<file path="src/rtl/fetch_unit.sv">
// fetch_unit: IF-stage producer for the IF/ID register. Holds the PC, issues
// one instruction-memory read at a time, and presents {instr, pc, pc+4, code}
// from a single registered output entry. Branch and trap redirects flush the
// entry, and a misaligned PC or an access fault halts fetch until a trap arrives.
module fetch_unit #(
  parameter int unsigned                     XLEN     = 2,  // width code, 2 = 64-bit
  parameter logic [(1 << (XLEN + 4)) - 1:0]  RESET_PC = '0
) (
  input  logic                              i_clk,
  input  logic                              i_rst,
  input  logic                              i_clk_en,
  input  logic                              i_stall,
  input  logic                              i_redirect_valid,
  input  logic [(1 << (XLEN + 4)) - 1:0]    i_redirect_pc,
  input  logic                              i_trap_valid,
  input  logic [(1 << (XLEN + 4)) - 1:0]    i_trap_pc,
  output logic                              o_imem_req,
  output logic [(1 << (XLEN + 4)) - 1:0]    o_imem_addr,
  input  logic                              i_imem_ready,
  input  logic                              i_imem_rvalid,
  input  logic [31:0]                       i_imem_rdata,
  input  logic                              i_imem_err,
  output logic [31:0]                       o_instr_f,
  output logic [(1 << (XLEN + 4)) - 1:0]    o_pc_f,
  output logic [(1 << (XLEN + 4)) - 1:0]    o_pc_p4_f,
  output logic [3:0]                        o_exception_code_f,
  output logic                              o_exception_f_stall
);

  localparam int W = 1 << (XLEN + 4);
  localparam logic [W-1:0] PC_STEP = W'(4);

  // Exception codes shared with the rest of the pipeline
  localparam logic [3:0] NO_E               = 4'hF;
  localparam logic [3:0] E_IADDR_MISALIGNED = 4'h0;
  localparam logic [3:0] E_IACCESS_FAULT    = 4'h1;

  typedef enum logic [1:0] {IDLE, WAIT, DRAIN, HALT} state_t;

  state_t       state, state_nxt;
  logic [W-1:0] r_pc, r_pc_nxt;
  logic [W-1:0] r_req_pc, r_req_pc_nxt;
  logic         buf_valid, buf_valid_nxt;
  logic [31:0]  buf_instr, buf_instr_nxt;
  logic [W-1:0] buf_pc, buf_pc_nxt;
  logic [3:0]   buf_exc, buf_exc_nxt;

  logic         buf_space;
  logic         misaligned;
  logic         accept;
  logic         redirect;
  logic [W-1:0] redirect_target;

  // The entry frees up when it is empty or leaves this cycle; a branch redirect
  // is not honoured while halted, only a trap can restart fetch.
  assign buf_space       = !buf_valid || !i_stall;
  assign misaligned      = r_pc[1:0] != 2'b00;
  assign o_imem_req      = i_clk_en && !i_rst && (state == IDLE) && !misaligned && buf_space;
  assign o_imem_addr     = r_pc;
  assign accept          = o_imem_req && i_imem_ready;
  assign redirect        = i_trap_valid || (i_redirect_valid && (state != HALT));
  assign redirect_target = i_trap_valid ? i_trap_pc : i_redirect_pc;

  // Present the held entry, or an all-zero bubble when the entry is empty
  assign o_instr_f           = buf_valid ? buf_instr : 32'd0;
  assign o_pc_f              = buf_valid ? buf_pc : '0;
  assign o_pc_p4_f           = buf_valid ? (buf_pc + PC_STEP) : '0;
  assign o_exception_code_f  = buf_valid ? buf_exc : NO_E;
  assign o_exception_f_stall = (state == HALT) && !buf_valid;

  // Next-state, PC and output-entry update; a redirect overrides the normal flow
  always_comb begin
    state_nxt     = state;
    r_pc_nxt      = r_pc;
    r_req_pc_nxt  = r_req_pc;
    buf_valid_nxt = buf_valid;
    buf_instr_nxt = buf_instr;
    buf_pc_nxt    = buf_pc;
    buf_exc_nxt   = buf_exc;

    if (buf_valid && !i_stall) begin
      buf_valid_nxt = 1'b0;
    end

    case (state)
      IDLE: begin
        if (misaligned) begin
          if (buf_space) begin
            buf_valid_nxt = 1'b1;
            buf_instr_nxt = 32'd0;
            buf_pc_nxt    = r_pc;
            buf_exc_nxt   = E_IADDR_MISALIGNED;
            state_nxt     = HALT;
          end
        end else if (accept) begin
          r_req_pc_nxt = r_pc;
          r_pc_nxt     = r_pc + PC_STEP;
          state_nxt    = WAIT;
        end
      end
      WAIT: begin
        if (i_imem_rvalid) begin
          buf_valid_nxt = 1'b1;
          buf_pc_nxt    = r_req_pc;
          if (i_imem_err) begin
            buf_instr_nxt = 32'd0;
            buf_exc_nxt   = E_IACCESS_FAULT;
            state_nxt     = HALT;
          end else begin
            buf_instr_nxt = i_imem_rdata;
            buf_exc_nxt   = NO_E;
            state_nxt     = IDLE;
          end
        end
      end
      DRAIN: begin
        if (i_imem_rvalid) begin
          state_nxt = IDLE;
        end
      end
      default: begin
        state_nxt = state;
      end
    endcase

    if (redirect) begin
      r_pc_nxt      = redirect_target;
      buf_valid_nxt = 1'b0;
      case (state)
        IDLE:    state_nxt = accept ? DRAIN : IDLE;
        WAIT:    state_nxt = i_imem_rvalid ? IDLE : DRAIN;
        DRAIN:   state_nxt = i_imem_rvalid ? IDLE : DRAIN;
        default: state_nxt = IDLE;
      endcase
    end
  end

  // State and datapath registers; reset wins, otherwise everything holds without clock enable
  always_ff @(posedge i_clk) begin
    if (i_rst) begin
      state     <= IDLE;
      r_pc      <= RESET_PC;
      r_req_pc  <= '0;
      buf_valid <= 1'b0;
      buf_instr <= 32'd0;
      buf_pc    <= '0;
      buf_exc   <= NO_E;
    end else if (i_clk_en) begin
      state     <= state_nxt;
      r_pc      <= r_pc_nxt;
      r_req_pc  <= r_req_pc_nxt;
      buf_valid <= buf_valid_nxt;
      buf_instr <= buf_instr_nxt;
      buf_pc    <= buf_pc_nxt;
      buf_exc   <= buf_exc_nxt;
    end
  end

endmodule

</file>
<file path="config.mk">
export PLATFORM = sky130hd
export DESIGN_NAME = fetch_unit
export DESIGN_NICKNAME = d
export VERILOG_FILES = /design/src/rtl/fetch_unit.sv
export SDC_FILE = /design/constraint.sdc
export NUM_CORES = 1
export LEC_CHECK = 0
export CORE_MARGIN = 2
export CORE_UTILIZATION = 49
export DETAILED_ROUTE_END_ITERATION = 16
export PLACE_DENSITY = 0.83
export SKIP_LAST_GASP = 1
export SYNTH_ARGS = -nofsm -noshare
export SYNTH_HDL_FRONTEND = slang
export SYNTH_SLANG_ARGS = --single-unit
</file>
<file path="constraint.sdc">
create_clock -name i_clk -period 3.3 [get_ports i_clk]
set_input_delay 0.33 -clock i_clk [delete_from_list [all_inputs] [get_ports i_clk]]
set_output_delay 0.33 -clock i_clk [all_outputs]
set_load 0.05 [all_outputs]
</file>
======== Word level (Yosys, flattened, before mapping) ========
Index checks and enable logic that the tools add are counted.
operators by class
  eq/ne operators ......................... 12
  multiplexer cells ....................... 40
  add/sub/neg operators ................... 2
  bitwise gates (word level) .............. 1
  reduce and logical (&&, ||, !) cells .... 25
operators by type and width
  operator                                                         number
  64-bit 2-to-1 mux                                                10
  32-bit 2-to-1 mux                                                5
  64-bit by 3-bit adder with 64-bit output, second input constant  2
  64-bit case mux with 2 select lines                              1
  32-bit case mux with 2 select lines                              1
  4-bit 2-to-1 mux                                                 5
  2-bit 2-to-1 mux                                                 9
  1-bit logical AND                                                8
  2-bit != test, second input constant                             4
  4-bit != test, second input constant                             2
  4-bit case mux with 2 select lines                               1
  4-bit AND reduction                                              2
  2-bit nonzero test                                               4
  3-bit != test, second input constant                             2
  2-bit case mux with 3 select lines                               1
  6-bit AND reduction                                              1
  1-bit 2-to-1 mux                                                 5
  5-bit AND reduction                                              1
  2-bit == test, second input constant                             2
  1-bit zero test                                                  4
  2-bit case mux with 2 select lines                               1
  4-bit nonzero test                                               1
  2-bit by 1-bit == test with 1-bit output, second input constant  1
  2-bit zero test                                                  1
  other kinds (5)                                                  6
storage, ports and cells
  input bits .............................. 169
  word-level logic and storage cells ...... 87
  output and inout bits ................... 230
  register bits after elaboration ......... 231

======== Depth between registers and ports, before layout ========
  depth in word-level cells ............... 10
  depth in mapped cells ................... 11
  mapped depth without buffers ............ 7

======== Worst setup path after synthesis ========
No wires, ideal clock.
  kind .................................... register to register
  from .................................... register r_pc[2], in the netlist o_imem_addr[2]
  to ...................................... register r_pc[54], in the netlist o_imem_addr[54]
  buffers on the path ..................... 2
  setup slack ............................. 0.171 ns
  period minus slack after synthesis ...... 3.129 ns
  required time ........................... 3.221 ns
  stages on the path, launching flop included .. 9
  data arrival time ....................... 3.050 ns
  library setup time ...................... 0.079 ns
  cells stage by stage .................... dfxtp_1 -> ha_1 -> nand4_2 -> or4_1 -> buf_6 -> or4_4 -> buf_6 -> or4_1 -> o211ai_1
between the ends
  cells in the longest elaborated chain, start to end .. 5
RTL lines
  what                                      RTL line  text
  from (decl)                               41        logic [W-1:0] r_pc, r_pc_nxt;
  from (signal assigned)                    150       r_pc <= r_pc_nxt;
  64-bit by 3-bit adder with 64-bit output  97        r_pc_nxt = r_pc + PC_STEP;
  64-bit 2-to-1 mux                         95        end else if (accept) begin
  64-bit 2-to-1 mux                         87        if (misaligned) begin
  64-bit 2-to-1 mux                         85        case (state)
  64-bit 2-to-1 mux                         126       if (redirect) begin
No other way between the ends. The select of a mux whose other input is x is not followed.
A chain may end at the register's enable or synchronous reset.

======== Final worst setup path ========
  from .................................... register buf_pc[12]
  to ...................................... output o_pc_p4_f[53]
between the ends
  cells in the longest elaborated chain, start to end .. 2
RTL lines
  what                                      RTL line  text
  from (decl)                               45        logic [W-1:0] buf_pc, buf_pc_nxt;
  from (signal assigned)                    154       buf_pc <= buf_pc_nxt;
  64-bit by 3-bit adder with 64-bit output  67        assign o_pc_p4_f = buf_valid ? (buf_pc + PC_STEP) : '0;
  64-bit 2-to-1 mux                         67
  to (decl)                                 25        output logic [(1 << (XLEN + 4)) - 1:0] o_pc_p4_f,
No other way between the ends.

==> metrics.yaml <==
arrival_ns: 2.92
setup_ws_ns: 0.05017
global_route_wire_length_before_repair_mm: 80.99
ys_seq_elements: 229
element_type_at_the_critical_path_start: "flop"
ant_nets: 0
setup-violations-final: 0
grt_setup_unrepaired: "yes"
final_hold_viol_count: 0
syn2layout_area_growth_pct: 43.41
synth.cell_area_um2: 13780
dieWidth_um: 171.7
port_buffers: 398
cpMostUsedCell: "sky130_fd_sc_hd__nand4_1"
detailed_place_hpwl_mm: 39.46
cp.required_ns: 2.97
critical_path_peak_fanout: 6
vias_per_cell: 6.096
design.final.nets: 2385
comb_power_share_pct: 22.9
layout.cells.most_common: "sky130_fd_sc_hd__clkdlybuf4s50_1"
root_buffer: "sky130_fd_sc_hd__clkbuf_16"
route.final.wire_length_mm: 54.08
slew_viol_final: 0
std_cell_rows: 61
tritoncts: "done"
post-place-ws_ns: 0.2533
postSynthCellCount: 1875
cp_top_family: "simple AND/OR/NAND/NOR gates"
core_um2: 27710
ctsLongestPathBuffers: 3
synth-main-ff-cell: "sky130_fd_sc_hd__dfxtp_1"
final.period_utilization_pct: 98.48
power.ir.vdd_worst_mv: 0.3611
most-common-layout-cells: "sky130_fd_sc_hd__clkdlybuf4s50_1 (347), sky130_fd_sc_hd__nand2_1 (279), sky130_fd_sc_hd__dfxtp_1 (221)"
grt_antenna_before_repair: 1
yosys_warnings: 0
grtUsageTotal_pct: 34.81
final_cells: 2609
first_global_vias: 14510
die_h_um: 171.7
maxCapViolCount: 0
clock_latency_ns: 0.53
pin_count_of_the_biggest_net_entering_global_routing: 92
cp-end-kind: "primary output"
hold_class: "in2reg"
number_of_enable_type_register_cells_in_the_synthesized_netlist: 0
final.setup.tns_ns: 0
synth-seq-area-share_pct: 33.26
drcViolationCount: 0
tritoncts.num_buffers: 26
switching_share_pct: 32.17
place.detailed.instances: 2550
crit_type: "reg2out"
asyncSetResetFlopFracSynth_pct: 0
gp_congestion: 0.9502
cts-htree-levels: 1
post_route_cells_drive_above_1_share_pct: 10.72
transition_time_of_the_tightest_slew_check_pin_ns: 0.9364
design.die.area_um2: 29490
worst_path_max_delay_cell: "sky130_fd_sc_hd__or4_4"
timing.fmax_mhz: 307.7
fin_skew_ns: 0.01403
critPathBufInv: 3
p_seq_share_pct: 39.6
power.switching_mw: 2.673
p_clk_share_pct: 37.5
io_pins: 399
run_status: "complete, no violations"
wl_per_cell_um: 20.73
floorplan.initialDensity_pct: 49.75
drt-initial-drc-count: 1620
cell_internal_pwr_mw: 5.637
syn-num-nets: 2050
synth.lib_cells_used.distinct: 68
delay_of_the_slowest_cell_on_the_worst_path_ns: 0.50
via_count: 15900
clk_sinks: 229
period_minus_slack_ns: 3.250
p_per_area_nw_per_um2: 420.4
first_pass_iters: 6
cp_cell_sequence: "nand4_1 > buf_4 > nor4_4 > buf_6 > nand4_1 > or4_4 > a21oi_2 > buf_12"
p_leak_nw: 6.597
max_slew_margin_pct: 37.58
synth.avg_cell_area_um2: 7.352
clkTransAtPathRegs_ns: 0.06
final_core_util_pct: 71.35
grt_overflow: 0
[cells in the mapped netlist (9+ instances only)]
cell                       instances  share of area (%)
sky130_fd_sc_hd__nand2_1         279                7.6
sky130_fd_sc_hd__dfxtp_1         229                 33
sky130_fd_sc_hd__nor2_1          168                4.6
sky130_fd_sc_hd__a21oi_1         162                5.9
sky130_fd_sc_hd__clkbuf_1        151                4.1
sky130_fd_sc_hd__and2_1          103                4.7
sky130_fd_sc_hd__mux2i_1          90                6.5
sky130_fd_sc_hd__nand3_1          89                3.2
sky130_fd_sc_hd__a211oi_1         76                4.1
sky130_fd_sc_hd__o21ai_0          71                2.6
sky130_fd_sc_hd__nand4_1          46                2.1
sky130_fd_sc_hd__nor4_1           36                1.6
sky130_fd_sc_hd__nor3_1           34                1.2
sky130_fd_sc_hd__and3_1           27                1.2
sky130_fd_sc_hd__or3_1            23                1.0
sky130_fd_sc_hd__or4_1            23                1.3
sky130_fd_sc_hd__o31ai_1          21                1.1
sky130_fd_sc_hd__xor2_1           21                1.3
sky130_fd_sc_hd__inv_1            19               0.52
sky130_fd_sc_hd__o211ai_1         17               0.93
sky130_fd_sc_hd__buf_1            16               0.44
sky130_fd_sc_hd__and4_1           15               0.95
sky130_fd_sc_hd__xnor2_1          10               0.64
sky130_fd_sc_hd__nand2b_1          9               0.41
sky130_fd_sc_hd__o22ai_1           9               0.41
[registers in the layout (all words and copies together) (netlist names)]
register,cells
buf_exc,2
o_imem_addr,64
r_req_pc,64
buf_valid,1
buf_instr,32
state,2
buf_pc,64
[routing by layer]
metal / wire length, um / track usage (%) / up-vias
met3: 5612 / 6.765 / 157
met2: 24970 / 56.82 / 954
met1: 21230 / 44.86 / 7372
met4: 2270 / 14.66 / 0
li1: - / - / 7421
met5: 0 / 0 / -
[cell families (layout without fill, tap and decap cells)]
kind of cell             after synthesis  count (layout)  synth area share (%)
multiplexers                          96              96                 7.025
XOR/XNOR                              31              31                 1.970
AO/OA/AOI/OAI                        440             440                 20.21
flip-flops                           229             229                 33.26
AND/OR/NAND/NOR                      876             876                 31.37
buffers and inverters                197             551                 5.628
adder cells (fa/ha/maj)                6               6                0.5446
other                                  0               2                     0
[worst register-to-register path: cells and delay by family (launching register included)]
kind | cells | cell delay, ns
compound gates | 1 | 0.11
flops | 1 | 0.34
simple gates | 4 | 2.01
fa+ha+maj | 1 | 0.23
[path summary, 6_finish.rpt]
path	end	cells past startpoint	slack (ns)	start
worst max-delay path	o_pc_p4_f[53]	8	0.05	buf_pc[12]
worst max register to register	o_imem_addr[42]	6	0.54	o_imem_addr[2]
worst min-delay path	o_imem_addr[56]	2	0.20	i_rst
worst min register to register	buf_instr[16]	2	0.45	buf_instr[16]
[cell type report]
class / instances / area [um2]
diodes: 2 / 5.005
clock buffers: 35 / 755.7
clock inverters: 12 / 178.9
fillers: 2239 / 7938
inverters: 19 / 71.32
multi-input cells: 1449 / 8601
flip-flops and latches: 229 / 4594
well taps: 378 / 473.0
repair buffers: 485 / 5089
[metrics by stage]
stage	power (mW)	hold slack, ns	area (um2)
2_1_floorplan	4.367	0.4273	13780
3_5_place_dp	5.197	0.4390	18620
4_1_cts	8.281	0.1834	19650
3_3_place_gp	5.155	0.4345	18620
6_report	8.310	0.1991	19770
5_1_grt	8.584	0.2193	19760
[power by group through the flow]
| stage | Sequential [mW] | Clock, mW | Combinational (mW) |
|---|---|---|---|
| 6_report | 3.29 | 3.12 | 1.90 |
| 5_1_grt | 3.32 | 3.24 | 2.02 |
| 4_1_cts | 3.28 | 3.13 | 1.87 |
| 3_5_place_dp | 3.34 | 0 | 1.86 |
| 3_3_place_gp | 3.31 | 0 | 1.84 |
| 2_1_floorplan | 3.44 | 0 | 0.923 |
[timing repair]
item,in CTS,in global routing
gates cloned,0,1
hold buffers,0,0
setup endpoints to repair,29,30
pin swaps,2,6
gates resized for setup,15,22
buffers inserted,5,4
hold endpoints to repair,0,0
(Power assumes the default switching activity.)
